$ cat src/rtl/ex_operand_mux_pipe.sv
// ----------------------------------------------------------------------------
// ex_operand_mux_pipe
//   N-way ALU operand select for the Execute stage. It has a registered output
//   stage and a one-entry skid slot, so the block buffers up to two entries in
//   total. Both sides use a valid/ready handshake. in_ready is a flop, so a
//   stall from the ALU never reaches upstream combinationally.
//
//   Optional feature macro: EX_OPMUX_PARITY_EN
//     When defined, the y_par port exists and carries the even parity of y.
//     The skid slot keeps its own parity bit.
//
// Ports
//   clk        in   clock, rising edge
//   rst_n      in   asynchronous active-low reset
//   flush      in   synchronous flush; drops everything held in the block
//   in_valid   in   upstream presents src_flat + sel
//   in_ready   out  block accepts this cycle (registered)
//   src_flat   in   source k at bits [k*WIDTH +: WIDTH]
//   sel        in   source index
//   out_valid  out  y is valid to the ALU
//   out_ready  in   ALU consumes y this cycle
//   y          out  selected operand (0 for an out-of-range sel)
//   sel_err    out  the entry in y had sel >= NUM_SRC
//   y_par      out  even parity of y (EX_OPMUX_PARITY_EN only)
// ----------------------------------------------------------------------------
module ex_operand_mux_pipe #(
    parameter int WIDTH   = 32,
    parameter int NUM_SRC = 4,
    parameter int SEL_W   = $clog2(NUM_SRC)
) (
    input  logic                     clk,
    input  logic                     rst_n,
    input  logic                     flush,
    input  logic                     in_valid,
    output logic                     in_ready,
    input  logic [NUM_SRC*WIDTH-1:0] src_flat,
    input  logic [SEL_W-1:0]         sel,
    output logic                     out_valid,
    input  logic                     out_ready,
    output logic [WIDTH-1:0]         y,
    output logic                     sel_err
`ifdef EX_OPMUX_PARITY_EN
    ,
    output logic                     y_par
`endif
);

    typedef enum logic [1:0] {
        EMPTY = 2'd0,
        ONE   = 2'd1,
        FULL  = 2'd2
    } state_t;

    state_t             state_reg;
    state_t             state_next;
    logic               in_ready_reg;
    logic               out_valid_reg;
    logic [WIDTH-1:0]   y_reg;
    logic               sel_err_reg;
    logic [WIDTH-1:0]   skid_y_reg;
    logic               skid_err_reg;

    logic [NUM_SRC-1:0] hit;
    logic [WIDTH-1:0]   mux_y;
    logic               mux_err;
    logic               accept;
    logic               pop;

    // One-hot decode of sel. An out-of-range sel matches nothing.
    // That yields y=0 and sel_err=1 without indexing past the source vector.
    generate
        for (genvar gi = 0; gi < NUM_SRC; gi++) begin : g_hit
            assign hit[gi] = (sel == SEL_W'(gi));
        end
    endgenerate

    always_comb begin
        mux_y = '0;
        for (int k = 0; k < NUM_SRC; k++) begin
            mux_y = mux_y | (src_flat[k*WIDTH +: WIDTH] & {WIDTH{hit[k]}});
        end
        mux_err = ~|hit;
    end

    assign accept = in_valid & in_ready_reg;
    assign pop    = out_valid_reg & out_ready;

    // Occupancy. A flush empties the block whatever else happens that cycle.
    // A pop in the same cycle still completes, because the ALU samples y at this edge.
    always_comb begin
        state_next = state_reg;
        if (flush) begin
            state_next = EMPTY;
        end else begin
            case (state_reg)
                EMPTY:   if (accept) state_next = ONE;
                ONE: begin
                    if (accept && !pop)      state_next = FULL;
                    else if (!accept && pop) state_next = EMPTY;
                end
                FULL:    if (pop) state_next = ONE;
                default: state_next = EMPTY;
            endcase
        end
    end

`ifdef EX_OPMUX_PARITY_EN
    logic mux_par;
    logic y_par_reg;
    logic skid_par_reg;

    // An error entry has mux_y == 0, so its parity is 0 as well.
    assign mux_par = ^mux_y;
`endif

    always_ff @(posedge clk or negedge rst_n) begin
        if (!rst_n) begin
            state_reg     <= EMPTY;
            in_ready_reg  <= 1'b1;
            out_valid_reg <= 1'b0;
            y_reg         <= '0;
            sel_err_reg   <= 1'b0;
            skid_y_reg    <= '0;
            skid_err_reg  <= 1'b0;
`ifdef EX_OPMUX_PARITY_EN
            y_par_reg     <= 1'b0;
            skid_par_reg  <= 1'b0;
`endif
        end else begin
            state_reg     <= state_next;
            in_ready_reg  <= (state_next != FULL);
            out_valid_reg <= (state_next != EMPTY);
            if (!flush) begin
                case (state_reg)
                    EMPTY: begin
                        if (accept) begin
                            y_reg       <= mux_y;
                            sel_err_reg <= mux_err;
`ifdef EX_OPMUX_PARITY_EN
                            y_par_reg   <= mux_par;
`endif
                        end
                    end
                    ONE: begin
                        if (accept && pop) begin
                            y_reg       <= mux_y;
                            sel_err_reg <= mux_err;
`ifdef EX_OPMUX_PARITY_EN
                            y_par_reg   <= mux_par;
`endif
                        end else if (accept) begin
                            // Output is stalled, so the new entry parks behind it.
                            skid_y_reg   <= mux_y;
                            skid_err_reg <= mux_err;
`ifdef EX_OPMUX_PARITY_EN
                            skid_par_reg <= mux_par;
`endif
                        end
                    end
                    FULL: begin
                        // in_ready is low here, so only the older skid entry can advance.
                        if (pop) begin
                            y_reg       <= skid_y_reg;
                            sel_err_reg <= skid_err_reg;
`ifdef EX_OPMUX_PARITY_EN
                            y_par_reg   <= skid_par_reg;
`endif
                        end
                    end
                    default: ;
                endcase
            end
        end
    end

    assign in_ready  = in_ready_reg;
    assign out_valid = out_valid_reg;
    assign y         = y_reg;
    assign sel_err   = sel_err_reg;
`ifdef EX_OPMUX_PARITY_EN
    assign y_par     = y_par_reg;
`endif

endmodule

$ cat config.mk
export PLATFORM = sky130hd
export DESIGN_NAME = ex_operand_mux_pipe
export DESIGN_NICKNAME = d
export VERILOG_FILES = /design/src/rtl/ex_operand_mux_pipe.sv
export SDC_FILE = /design/constraint.sdc
export NUM_CORES = 1
export LEC_CHECK = 0
export CAP_MARGIN = 40
export CORE_ASPECT_RATIO = 0.75
export CORE_UTILIZATION = 44
export DETAILED_ROUTE_END_ITERATION = 12
export PLACE_DENSITY = 0.89
export SYNTH_ARGS = -nofsm -noshare
export SYNTH_HDL_FRONTEND = slang
export SYNTH_SLANG_ARGS = --single-unit
export TNS_END_PERCENT = 30
$ cat constraint.sdc
create_clock -name clk -period 2.2 [get_ports clk]
set_input_delay 0.44 -clock clk [delete_from_list [all_inputs] [get_ports clk]]
set_output_delay 0.44 -clock clk [all_outputs]
set_load 0.02 [all_outputs]
==> impl_metrics.py, run 1 <==
metrics = {
    "yosys": {
        "synth_edf_count": 0,
        "ys_warn_count": 0,
        "synth_top_family_by_area": "multiplexers",
        "synth_nets": 573,
        "synth-compound-area-share_pct": 15.4,
        "synth-xor-area-share_pct": 0.203,
        "synth-adder-area-share_pct": 0.261,
        "synth.mux.area_fraction_pct": 25.5,
        "ys_seq_elements": 70,
        "ys_async_sr_fraction_pct": 100,
        "synth_cell_type_count": 31,
        "synthCells": 438,
        "yosysSeqAreaShare_pct": 40.6,
        "avgSynthCellArea_um2": 9.86,
        "synth-simple-area-share_pct": 12.7,
        "netlist_area_um2": 4320,
        "synthFlopType": "dfrtp_1",
    },
    "global_route": {
        "grt_first_pass_wirelength_um": 20000,
        "antenna_found_initial": 0,
        "gr-total-overflow": 0,
        "grt_start_max_net_pins": 38,
        "grt_pass1_vias": 4177,
        "grt_use_total_pct": 25.5,
    },
    "power_and_ir_drop": {
        "p_leak_uw": 0.00297,
        "p_comb_share_pct": 39.3,
        "power.switching_uw": 2100,
        "intPower_uw": 4440,
        "swShare_pct": 32.1,
        "ir_drop_uv": 583,
        "seqPwrFrac_pct": 34.4,
        "p_clk_share_pct": 26.3,
        "pwr_density_cell_nw_per_um2": 994,
    },
    "layout": {
        "insertedDiodeCount": 0,
        "final-instance-count-excl-fill": 731,
        "drive_gt1_share_pct": 11.4,
        "area_delta_synth_final_pct": 52.4,
        "finalNetCount": 733,
        "design_area_um2": 6580,
    },
    "routing": {
        "ant_nets": 0,
        "vias_per_cell": 5.55,
        "vias": 4059,
        "first_pass_iters": 6,
        "drtIter0Drc": 191,
        "drc": 0,
        "wl_um": 12600,
        "wl_per_cell_um": 17.2,
    },
    "clocking": {
        "cts_setup_buffers": 0,
        "cts_resized": 0,
        "cts_tree": "done",
        "clkTransAtPathRegs_ns": 0.06,
        "postCtsHoldBufs": 0,
        "clock_sinks": 70,
        "cts_root_buf": "clkbuf_16",
        "cts.path.max_buffers": 2,
        "clk_latency_ns": 0.33,
        "htreeDepth": 3,
        "cts_buffers": 9,
    },
    "place": {
        "dp_hpwl_um": 9340,
        "place.gp.congestion": 0.754,
        "detailedPlace.worstSlack_ns": -0.339,
        "dpl.cell_count": 715,
        "placed_area_um2": 6220,
        "io_buffers": 169,
    },
    "timing": {
        "setup_slack_ns": 0.0377,
        "finalMaxSlewViolations": 0,
        "period_share_pct": 98.3,
        "setup_viol": 0,
        "rsz0062_at_grt": "false",
        "clock.fmax_ghz": 0.462,
        "slew_headroom_pct": 64.6,
        "min_period_ns": 2.16,
        "fin_worst_skew_ns": 0.00829,
        "worst_pin_slew_ns": 0.531,
        "hold_viol": 0,
        "timing.hold.ws_ns": 0.0679,
    },
    "floorplanning": {
        "fp.dieH_um": 87.8,
        "dieArea_um2": 10200,
        "num_rows": 30,
        "start_util_pct": 46.6,
        "io_pins": 170,
        "core_um2": 9270,
        "die-width_um": 116,
    },
    "critical_path": {
        "worst_setup_path_start_kind": "primary input",
        "cp_data_arrival_time_ns": 2.36,
        "r2r_start": "state_reg[1]$_DFF_PN0_",
        "crit_fanout": 12,
        "crit_chain": "clkdlybuf4s50_1 -> nand2_1 -> maj3_2 -> or3_2 -> buf_6 -> mux2_1",
        "required_ns": 2.40,
        "critPathKind": "in2reg",
        "max_stage_delay_ns": 0.52,
        "cp_slowest_cell": "or3_2",
        "cp-startpoint": "out_ready",
        "cp-end-kind": "register",
    },
    "hold_path": {
        "hp-class": "in2async",
    },
    "status": {
        "status": "finished, final reports clean",
    },
    "flow_run": {
        "drv_cap": 0,
    },
}
[cell type report]
class,count,area [um^2]
Timing Repair Buffer,188,1920
Clock buffer,11,253
Tap cell,128,160
Clock inverter,5,105
Multi-Input combinational cell,315,2340
Sequential cell,70,1750
Inverter,14,52.6
Fill cell,692,2690
[routing by layer]
layer	vias up	track usage (%)	share of wire (%)	routed length, um
li1	1889	-	-	-
met1	1985	31.3	41	5200
met2	163	44.3	49	6230
met3	22	6.37	7.6	963
met4	0	8.16	1.7	208
met5	-	0	0	0
[synthesized netlist by cell type (2+ instances only)]
master    instances  area [um^2]
o21ai_1          20          100
buf_1             5         18.8
clkbuf_1         23         86.3
nand2_1          22         82.6
nor3b_1          20          150
a21oi_1          21          105
buf_2             8         40.0
dfrtp_1          69         1730
nand2b_1          2         12.5
mux2_2            8         90.1
inv_1            14         52.6
mux2_1           27          304
a211oi_1         32          240
mux2_4           17          255
buf_6             3         33.8
a21o_1           12         90.1
o221ai_1         12          105
nand3_1          12         60.1
nor2_1           55          206
mux2i_1          45          450
[kinds of logic (layout without fill, tap and decap cells)]
| group | count (synthesis) | after routing |
|---|---|---|
| buf+inv | 53 | 218 |
| mux | 97 | 97 |
| flops | 70 | 70 |
| fa+ha+maj | 1 | 1 |
| xor+xnor | 1 | 1 |
| compound gates | 100 | 100 |
| simple gates | 116 | 116 |
[power by group through the flow]
stage / clock network [uW] / registers (uW) / logic (uW)
6_report: 1720 / 2250 / 2570
4_1_cts: 1740 / 2250 / 2590
5_1_grt: 1790 / 2320 / 2760
3_3_place_gp: 0 / 2220 / 2460
3_5_place_dp: 0 / 2240 / 2580
2_1_floorplan: 0 / 2530 / 1040
[cell usage in the layout (no fill, tap or decap), types with 7 or more instances in the layout]
cell type	n
a211oi_1	32
a21o_1	12
a21oi_1	21
buf_12	7
buf_4	13
clkbuf_16	9
clkdlybuf4s50_1	166
dfrtp_1	69
inv_1	14
mux2_1	27
mux2_2	8
mux2_4	17
mux2i_1	45
nand2_1	22
nand3_1	12
nor2_1	55
nor3b_1	20
o21ai_1	20
o221ai_1	12
[stage by stage]
| stage | util, % | setup TNS (ns) | total power (uW) |
|---|---|---|---|
| 2_1_floorplan | - | 0 | 3570 |
| 3_3_place_gp | 67.1 | -6.77 | 4680 |
| 3_5_place_dp | 67.1 | -7.56 | 4820 |
| 4_1_cts | 70.9 | 0 | 6580 |
| 5_1_grt | 71.0 | 0 | 6860 |
| 6_report | 71.0 | 0 | 6540 |
[worst max-delay path, delay by kind of cell]
family	cells	cell delay, ns
muxes	1	0.32
and+or+nand+nor	2	0.60
buffers and inverters	2	0.67
adders and majority gates	1	0.33
[final timing paths]
path | slack [ns] | endpoint | cells past startpoint
min | 0.07 | state_reg[1]$_DFF_PN0_ | 1
min in group clk | 0.49 | skid_y_reg[21]$_DFFE_PN0P_ | 1
max in group asynchronous | 1.56 | y[3]$_DFFE_PN0P_ | 2
max reg2reg | 0.26 | y[0]$_DFFE_PN0P_ | 4
min reg2reg | 0.49 | skid_y_reg[21]$_DFFE_PN0P_ | 1
max | 0.04 | y[0]$_DFFE_PN0P_ | 6
No activity file was read; power rests on OpenSTA's default activity.
==> run 2, diff against run 1 <==
- CTS_CLUSTER_DIAMETER: not set -> 50
==> results of run 2 <==
No change in the layout: final DEF, timing and power equal those of run 1.
==> RTL edit 1: new RTL, config.mk and constraints of run 2 <==
`WIDTH`: 32 -> 48.
--- a/src/rtl/ex_operand_mux_pipe.sv
+++ b/src/rtl/ex_operand_mux_pipe.sv
@@ -24,7 +24,7 @@
 //   y_par      out  even parity of y (EX_OPMUX_PARITY_EN only)
 // ----------------------------------------------------------------------------
 module ex_operand_mux_pipe #(
-    parameter int WIDTH   = 32,
+    parameter int WIDTH   = 48,
     parameter int NUM_SRC = 4,
     parameter int SEL_W   = $clog2(NUM_SRC)
 ) (
Ports: changed (resized src_flat and y); port bits go from 170 to 250. The function was not compared with the original's and may differ.
==> RTL edit 1 against run 2 <==
- count of clock-buffer cells in the layout is 1 lower
- largest power group is now sequential cells
- final area is 43% higher
- setup slack better by 130 ps
- non-clock buffer count is 87 higher
- die area is 44% higher
- combinational power is 13% higher
- sequential cell count is 32 higher
- wire length is 40% higher
- power is 15% higher
- utilization is 3.2 points lower
- highest routed layer unchanged
- synthesized area is 45% higher
- critical path type unchanged
==> RTL edit 1: results (changes against run 2) <==
* Status: completed
* Slew Limit Headroom at 63.8% (-0.75 points)
* PortBufs at 249 (+47%)
* Skew final at 7.40 ps (-0.891 ps)
* Post-synth top cells: dfrtp_1, nor2_1, mux2_2
* Final WS setup at 171 ps (+133 ps)
* Syn Inst Count at 649 (+48%)
* Seq/Total Area, Yosys at 40.7% (+0.069 points)
* Synth Area in Adders at 0% (-0.26 points)
* Worst endpoint data arrival time at 2270 ps (-90 ps)
* Met3 Wirelength at 1330 µm (+38%)
* Wire length per cell at 16.6 µm (-3.4%)
* Slowest stage delay, CP at 650 ps (+130 ps)
* CP startpoint: in_valid
* Dpl hpwl at 13600 µm (+45%)
* Vias in the first global route at 5772 (+38%)
* Peak supply drop at 0.000448 V (-23%)
* Synth Area in Compound Gates at 13.5% (-1.9 points)
* Reg2Reg Depth at 5 (+1)
* Leakage at 3.93 nW (+32%)
* Met1 WL at 7500 µm (+44%)
* Placed inst area at 9070 µm² (+46%)
* DP Cell Count at 1041 (+46%)
* Largest net degree at the start of global routing at 94 (+150%)
* Share of layout cells above drive strength 1 at 16.7% (+5.2 points)
* First DRT Iteration DRCs at 271 (+42%)
* Worst reg2reg setup slack at 230 ps (-30 ps)
* Reg-to-Reg Start: in_ready
* Met3 usage at 6.45% (+0.085 points)
* DRT Wirelength at 17600 µm (+40%)
* Nets at 1076 (+47%)
RTL edit 1: area by class of cell:
class                   count  area (µm²)  share of cell area, %
clock buffers              10         239                   2.55
well taps                 175         219                   2.34
inverters                   2        7.51                 0.0801
flip-flops and latches    102        2550                   27.2
repair buffers            275        2820                   30.1
multi-input cells         487        3470                   37.0
clock inverters             6        70.1                  0.747
RTL edit 1: worst min path at each step:
stage	startpoint	end	slack [ps]
floorplan	rst_n	out_valid	140
global placement	rst_n	y[7]	460
detailed placement	rst_n	y[6]	460
CTS	rst_n	y[6]	90
global route	rst_n	skid_y_reg[8]	110
finish	rst_n	y[10]	80
RTL edit 1: power by group through the flow:
| stage | clock [mW] | sequential (mW) | combinational (mW) |
|---|---|---|---|
| floorplan | 0 | 3.32 | 1.10 |
| global placement | 0 | 2.94 | 2.86 |
| detailed placement | 0 | 2.96 | 2.94 |
| CTS | 1.68 | 2.94 | 2.94 |
| global route | 1.74 | 3.03 | 3.13 |
| finish | 1.64 | 2.94 | 2.91 |
==> RTL edit 2: new RTL, config.mk and constraints of run 2 <==
Made on the original files. Make the reset (`rst_n`) synchronous in one clocked block. Comments in the files are not updated.
--- a/src/rtl/ex_operand_mux_pipe.sv
+++ b/src/rtl/ex_operand_mux_pipe.sv
@@ -113,7 +113,7 @@
     assign mux_par = ^mux_y;
 `endif
 
-    always_ff @(posedge clk or negedge rst_n) begin
+    always_ff @(posedge clk) begin
         if (!rst_n) begin
             state_reg     <= EMPTY;
             in_ready_reg  <= 1'b1;
Formal check against the unedited RTL: differs if rst_n is asserted again (counterexample within 4 cycles, from zero or initial values and one cycle with rst_n low); with rst_n held inactive, the same outputs for 4 cycles.
==> RTL edit 2 against run 2 <==
- wire length fell by 18%
- setup slack improved by 330 ps
- synthesized area shrank 17%
- final area down 15%
- utilization hardly changed
- register-to-register slack improved by 260 ps
- clock skew down 1.8 ps
- sequential cell count is the same
- final cell count shrank 15%
- highest routed layer unchanged
Power is not compared: it rests on default switching activity, and its combinational part moved more than twofold at a synthesized area within 25%.
==> RTL edit 2: results (changes against run 2) <==
* Status: completed
* Reg-to-reg endpoint: y[21]
* Synth Area in Adders at 0% (-0.26 points)
* Clk_lat worst skew at 350 ps (+20 ps)
* Dpl hpwl at 7740 µm (-17%)
* Met2 WL at 5430 µm (-13%)
* Met2 usage at 47.0% (+2.7 points)
* GRT Total Usage at 25.2% (-0.29 points)
* Placed inst area at 5400 µm² (-13%)
* Synth cell types at 27 (-13%)
* Top cells by area, synth: dfxtp_1, mux4_2, mux2i_1
* Reg-to-Reg Start: state_reg[1]
* Worst endpoint data arrival time at 1390 ps (-970 ps)
* Non-filler cells, final at 625 (-15%)
* Slew Limit Headroom at 75.8% (+11 points)
* Asr flop ratio synth at 0% (-100 points)
* CP max FO at 3 (-9)
* Vias/cell at 5.29 (-4.7%)
* HP Class: flop to flop
* Slowest stage delay, CP at 640 ps (+120 ps)
* Share of layout cells above drive strength 1 at 12.3% (+0.86 points)
* Met3 usage at 7.14% (+0.78 points)
* Wire length per cell at 16.6 µm (-3.8%)
* Synth Area in Compound Gates at 14.0% (-1.4 points)
* Skew final at 6.51 ps (-1.78 ps)
==> RTL edit 2: cell count changes after synthesis, sizes merged, moves of 20 or more <==
cell	change
a211oi	-32
a21boi	+32
dfrtp	-69
dfxtp	+70
inv	+20
mux2	-51
mux4	+32
nand2	+46
nor2	-53
nor3b	-20
o22ai	+32
==> RTL edit 2: layout make-up <==
| cell class | count | area share, % |
|---|---|---|
| clock buffers | 12 | 2.58 |
| well taps | 105 | 2.34 |
| repair buffers | 180 | 32.4 |
| multi-input cells | 220 | 34.2 |
| flip-flops and latches | 70 | 25.0 |
| inverters | 34 | 2.27 |
| clock inverters | 4 | 1.25 |
==> RTL edit 2: worst min-delay path, cell delays in order (launching register included) <==
cell and delay (ps):
dfxtp_1 310, nand2_1 50, a21boi_1 50
==> RTL edit 2: per-stage QoR <==
step | hold slack [ps] | setup slack, ps
4_1_cts | 452 | 350
3_3_place_gp | 436 | 190
3_5_place_dp | 442 | 137
6_report | 451 | 366
2_1_floorplan | 430 | 563
5_1_grt | 483 | 302
